==> config.mk <==
export PLATFORM = sky130hd
export DESIGN_NAME = mdio_phy_manager
export DESIGN_NICKNAME = d
export VERILOG_FILES = /design/src/rtl/mdio_phy_manager.sv
export SDC_FILE = /design/constraint.sdc
export NUM_CORES = 1
export LEC_CHECK = 0
export ABC_AREA = 1
export ABC_CLOCK_PERIOD_IN_PS = 5460
export CAP_MARGIN = 0
export CORE_UTILIZATION = 25
export CTS_CLUSTER_SIZE = 12
export DETAILED_ROUTE_END_ITERATION = 8
export PLACE_DENSITY = 0.48
export SYNTH_ARGS = -nofsm -noshare
export SYNTH_HDL_FRONTEND = slang
export SYNTH_SLANG_ARGS = --single-unit
==> constraint.sdc <==
create_clock -name clock -period 5.46 [get_ports clock]
set_clock_uncertainty 0.2 [all_clocks]
set_input_delay 1.092 -clock clock [delete_from_list [all_inputs] [get_ports clock]]
set_output_delay 1.092 -clock clock [all_outputs]
set_load 0.01 [all_outputs]
==> src/rtl/mdio_phy_manager.sv <==
// rtl/mdio_phy_manager.sv - PHY reset sequencer and Clause-22 MDIO master
// Serves one MDIO read or write per command; sequences eth_reset_n after reset or on request.
module mdio_phy_manager #(
    parameter int CLK_DIV    = 50,
    parameter int RESET_HOLD = 2000,
    parameter int RESET_WAIT = 10000
) (
    input  logic        clock,
    input  logic        reset,
    input  logic        phy_rst_req,
    input  logic        cmd_valid,
    output logic        cmd_ready,
    input  logic        cmd_write,
    input  logic [4:0]  cmd_phy_addr,
    input  logic [4:0]  cmd_reg_addr,
    input  logic [15:0] cmd_wdata,
    output logic        rsp_valid,
    output logic [15:0] rsp_rdata,
    output logic        rsp_err,
    output logic        eth_mdc,
    output logic        mdio_o,
    output logic        mdio_t,
    input  logic        mdio_i,
    output logic        eth_reset_n,
    output logic        phy_ready
);

    localparam int CNT_MAX = (RESET_HOLD > RESET_WAIT) ? RESET_HOLD : RESET_WAIT;
    localparam int CW      = $clog2(CNT_MAX + 1);
    localparam int DW      = $clog2(CLK_DIV);

    typedef enum logic [2:0] {
        RST_HOLD,
        RST_WAIT,
        IDLE,
        SHIFT,
        DONE
    } state_t;

    state_t          state;
    state_t          state_next;
    logic [CW-1:0]   cnt;
    logic [DW-1:0]   div_cnt;
    logic            phase;
    logic [5:0]      bit_idx;
    logic [63:0]     frame;
    logic            is_write;
    logic            rst_pend;
    logic [15:0]     rd_shift;
    logic            err_q;

    logic hold_done;
    logic wait_done;
    logic half_end;
    logic bit_end;
    logic frame_end;
    logic accept;
    logic drive;

    assign hold_done = (cnt == CW'(RESET_HOLD - 1));
    assign wait_done = (cnt == CW'(RESET_WAIT - 1));
    assign half_end  = (div_cnt == DW'(CLK_DIV - 1));
    assign bit_end   = phase && half_end;
    assign frame_end = bit_end && (bit_idx == 6'd63);
    assign accept    = cmd_valid && cmd_ready;

    // Reads release the line from the turnaround onward so the PHY can answer.
    assign drive       = (state == SHIFT) && (is_write || (bit_idx < 6'd46));
    assign mdio_t      = !drive;
    assign mdio_o      = drive ? frame[63] : 1'b1;
    assign eth_mdc     = (state == SHIFT) && phase;
    assign eth_reset_n = (state != RST_HOLD);
    assign phy_ready   = (state == IDLE) || (state == SHIFT) || (state == DONE);
    assign cmd_ready   = (state == IDLE) && !phy_rst_req;
    assign rsp_valid   = (state == DONE);

    always_ff @(posedge clock or posedge reset) begin
        if (reset) begin
            state <= RST_HOLD;
        end else begin
            state <= state_next;
        end
    end

    always_comb begin
        state_next = state;
        case (state)
            RST_HOLD: begin
                if (!phy_rst_req && hold_done) begin
                    state_next = RST_WAIT;
                end
            end
            RST_WAIT: begin
                if (phy_rst_req) begin
                    state_next = RST_HOLD;
                end else if (wait_done) begin
                    state_next = IDLE;
                end
            end
            IDLE: begin
                if (phy_rst_req) begin
                    state_next = RST_HOLD;
                end else if (cmd_valid) begin
                    state_next = SHIFT;
                end
            end
            SHIFT: begin
                if (frame_end) begin
                    state_next = DONE;
                end
            end
            DONE: begin
                state_next = (rst_pend || phy_rst_req) ? RST_HOLD : IDLE;
            end
            default: state_next = RST_HOLD;
        endcase
    end

    // A reset request restarts the count even when the state itself does not change.
    always_ff @(posedge clock or posedge reset) begin
        if (reset) begin
            cnt <= '0;
        end else if ((state == RST_HOLD || state == RST_WAIT) && state_next == state && !phy_rst_req) begin
            cnt <= cnt + 1'b1;
        end else begin
            cnt <= '0;
        end
    end

    always_ff @(posedge clock or posedge reset) begin
        if (reset) begin
            rst_pend <= 1'b0;
        end else if (state == DONE) begin
            rst_pend <= 1'b0;
        end else if (state == SHIFT && phy_rst_req) begin
            rst_pend <= 1'b1;
        end
    end

    always_ff @(posedge clock or posedge reset) begin
        if (reset) begin
            div_cnt   <= '0;
            phase     <= 1'b0;
            bit_idx   <= '0;
            frame     <= '1;
            is_write  <= 1'b0;
            rd_shift  <= '0;
            err_q     <= 1'b0;
            rsp_rdata <= '0;
            rsp_err   <= 1'b0;
        end else if (accept) begin
            div_cnt  <= '0;
            phase    <= 1'b0;
            bit_idx  <= '0;
            is_write <= cmd_write;
            frame    <= {32'hFFFF_FFFF, 2'b01,
                         cmd_write ? 2'b01 : 2'b10,
                         cmd_phy_addr, cmd_reg_addr,
                         cmd_write ? 2'b10 : 2'b11,
                         cmd_write ? cmd_wdata : 16'hFFFF};
        end else if (state == SHIFT) begin
            if (half_end) begin
                div_cnt <= '0;
                phase   <= ~phase;
                if (phase) begin
                    bit_idx <= bit_idx + 6'd1;
                    frame   <= {frame[62:0], 1'b1};
                end
            end else begin
                div_cnt <= div_cnt + 1'b1;
            end
            if (bit_end) begin
                if (bit_idx == 6'd47) begin
                    err_q <= mdio_i;
                end
                if (bit_idx >= 6'd48) begin
                    rd_shift <= {rd_shift[14:0], mdio_i};
                end
            end
            // The final data bit is folded in directly so the response is complete in DONE.
            if (frame_end) begin
                rsp_rdata <= is_write ? 16'h0000 : {rd_shift[14:0], mdio_i};
                rsp_err   <= is_write ? 1'b0 : err_q;
            end
        end
    end

endmodule

==> summary.md <==
| Metric | Value |
|---|---|
| Outcome | `finished clean` |
| CP Class | `input pin to register` |
| Setup crit end | `bit_idx[1]` |
| Most frequent cells in the layout | `nand2_1 (103), inv_1 (77), dfrtp_1 (65)` |
| DRT iter0 DRCs | `191` |
| Hold_ws | `0.2626 ns` |
| RSZ-0062 raised after global routing | `false` |
| P&R area growth vs syn | `22.76%` |
| Antenna diode instance count | `0` |
| Hold Vio Cnt, Final | `0` |
| Asr flop ratio synth | `between 90% and 100%` |
| CTS resizes | `0` |
| I/O pins | `56` |
| Top FF cell, synth | `dfrtp_1` |
| Hold Buf Count CTS | `0` |
| Slowest stage delay, CP | `0.55 ns` |
| Synth Area in Compound Gates | `17.61%` |
| Post-Route WL | `around 12000 µm` |
| Net Count, Synth | `630` |
| Slew margin rel. | `between 20% and 30%` |
| R2R Setup Slk | `about 2.3 ns` |
| Worst skew pair latency | `around 0.4 ns` |
| Die Height | `158.6 µm` |
| Reg clk slew, reported paths | `around 0.06 ns` |
| Gpl congestion | `between 0.7 and 0.8` |
| Post-layout min period | `3.832 ns` |
| Critical path startpoint category | `input pin` |
| Fill cell count | `2436` |
| Max IR drop VDD | `around 0.17 mV` |
| Starting Density | `about a quarter` |
| DR WL/cell | `roughly 13 µm` |
| Max Slew Vio Count | `0` |
| Worst hold path class | `register to register` |
| Crit path max-delay cell type | `inv_2` |
| Post-synth EDFFs | `0` |
| R2R depth | `9` |
| Post-synthesis mux area share | `0%` |
| Detailed Routing Iterations Pass 1 | `4` |
| CTS tree | `done` |
| Crit-path max FO | `47` |
| CP most frequent cell | `inv_2` |
| Synth warn | `0` |
| Slew at the pin closest to its max-slew limit | `between 1 and 1.5 ns` |
| Period utilization | `70.18%` |
| CP arrival | `between 3 and 4 ns` |
| Largest family of logic cells by synthesized area | `compound AO/OA/AOI/OAI gates` |
| Synth Area in XOR/XNOR | `~2%` |
| Antenna Nets Post-Route | `0` |
| GR Util All Layers | `10.84%` |
| Syn avg cell area | `between 10 and 15 µm²` |
| Initial antenna violation count | `1` |
| Num rows | `56` |
| Largest net degree at the start of global routing | `56` |
| Reg2reg end | `rd_shift[0]` |
| Post-CTS setup buffers | `0` |
| Chip width | `approximately 160 µm` |
| Final TNS setup | `0 ns` |
| Clock sink count | `about 130` |
| I/O Buffers | `55` |
| Detailed Place HPWL | `about 8000 µm` |
| Setup crit end kind | `register` |
| Core box area | `between 20000 and 25000 µm²` |
| Max Freq | `around 0.26 GHz` |
| Data required time of the critical path | `5.56 ns` |
| Reg2reg start | `div_cnt[1]` |
| Synth Area in Adders | `less than 1%` |
| Root cell of the clock tree | `clkbuf_16` |
| CTS Buffer Depth | `2` |
| Setup violators final | `0` |
| Vias in the first global route | `just over 4000` |
| Critical Path Start | `phy_rst_req` |
| First-pass GRT wire length | `around 21000 µm` |
| Yosys cell types | `41` |
| Power Total | `about 0.0022 W` |
| Worst path cell trace | `clkdlybuf4s50_1 -> nor2_1 -> nand2_4 -> nor2_8 -> inv_2 -> nand2_2 -> inv_2 -> a22o_1` |
| Post-Syn Area | `approximately 6000 µm²` |
| Simple-Gate Fraction of Synth Area | `between 10% and 20%` |
| Net count, final | `~680` |
| Leakage power | `about 3.2 nW` |
| Synthesized flop and latch total | `approximately 130` |
| Most common cell after layout, fill and taps aside | `nand2_1` |
| Cells after Synth | `about 590` |
| Die area | `roughly 25000 µm²` |
| Cell Pwr Density | `between 200 and 300 nW/µm²` |
| Gr ovfl total | `0` |
| Post-route DRC | `0` |
| Num CTS Buffers | `17` |
| Vias per cell | `4.188` |
| Post-synthesis sequential area ratio | `roughly 54%` |
| Max-cap violations | `0` |
| Layout cell share with drive strength beyond 1 | `approximately 29%` |
| Htree depth | `4` |
| Total vias in the final route | `between 4000 and 5000` |
-- worst min path at each step --
stage / start / to / slack [ns] / depth (start not counted)
CTS: cnt[0] / cnt[0] / 0.26 / 1
global placement: frame[14] / frame[14] / 0.26 / 2
global route: frame[14] / frame[14] / 0.28 / 2
floorplan: cnt[0] / cnt[0] / 0.23 / 1
detailed placement: cnt[0] / cnt[0] / 0.25 / 1
finish: cnt[0] / cnt[0] / 0.26 / 1
-- metrics by stage --
stage          setup slack (ns)  std cells  instance area, µm²  util (%)
6_report                  1.628        975                7526     31.68
3_3_place_gp              1.117        943                6892     29.01
3_5_place_dp              1.101        943                6892     29.01
5_1_grt                   1.301        975                7526     31.68
4_1_cts                   1.542        975                7526     31.68
2_1_floorplan            0.8329        594                6131         -
-- final cells by class --
cell class / count / area [µm²] / area share, %
clock inverters: 14 / 205.2 / 2.727
multi-input cells: 348 / 2275 / 30.22
clock buffers: 18 / 429.2 / 5.702
inverters: 89 / 336.6 / 4.472
flip-flops and latches: 129 / 3308 / 43.96
well taps: 319 / 399.1 / 5.303
repair buffers: 58 / 573.1 / 7.614
-- cell usage after synthesis (5+ instances only) --
cell type,instances,area (µm²)
nand2_1,103,386.6
inv_1,78,292.8
dfrtp_1,65,1627
dfstp_2,64,1682
nor2_1,50,187.7
a22oi_2,27,337.8
nand3_1,19,95.09
o21ai_1,18,90.09
o21ai_0,15,75.07
o221ai_2,14,210.2
xor2_1,12,105.1
inv_2,11,41.29
nor2_4,11,123.9
a21oi_1,10,50.05
buf_2,10,50.05
buf_6,10,112.6
o22ai_1,10,62.56
o31ai_2,10,125.1
o31ai_1,7,52.55
a31oi_1,5,31.28
clkbuf_1,5,18.77
-- layer usage --
metal  part of all wire (%)  vias up  track usage (%)  routed length, µm
met1                     53     1943            15.56               6498
met3                    3.8       12            3.375                467
met2                     42       75            14.95               5145
met4                    1.3        2            4.121                157
met5                   0.11        -                0                 13
li1                       -     2051                -                  -
-- critical path, delay by kind of cell --
family                 cells  cell delay, ns
AOI/OAI and AO/OA          1            0.34
buffers and inverters      3            1.31
and+or+nand+nor            4            1.17
-- where the power goes --
part | internal [W] | total, W | leakage (nW) | switching, W
clock | 0.000772 | 0.00122 | 0.302 | 0.000448
combinational | 0.0000209 | 0.0000472 | 1.43 | 0.0000263
sequential | 0.000959 | 0.000959 | 1.51 | 0
total | 0.00175 | 0.00223 | 3.24 | 0.000474
-- logic make-up after synthesis --
logic type	after synthesis
simple gates	209
fa+ha+maj	4
xor+xnor	14
buf+inv	117
flops	129
compound gates	121
-- sequential cells by signal, summed over array words and instances (netlist names) --
signal,cells
rst_pend,1
is_write,1
div_cnt,6
bit_idx,6
cnt,14
state,3
rsp_err,1
phase,1
frame,64
err_q,1
rd_shift,15
rsp_rdata,16
Note: power is estimated with default switching activity, not from simulation.
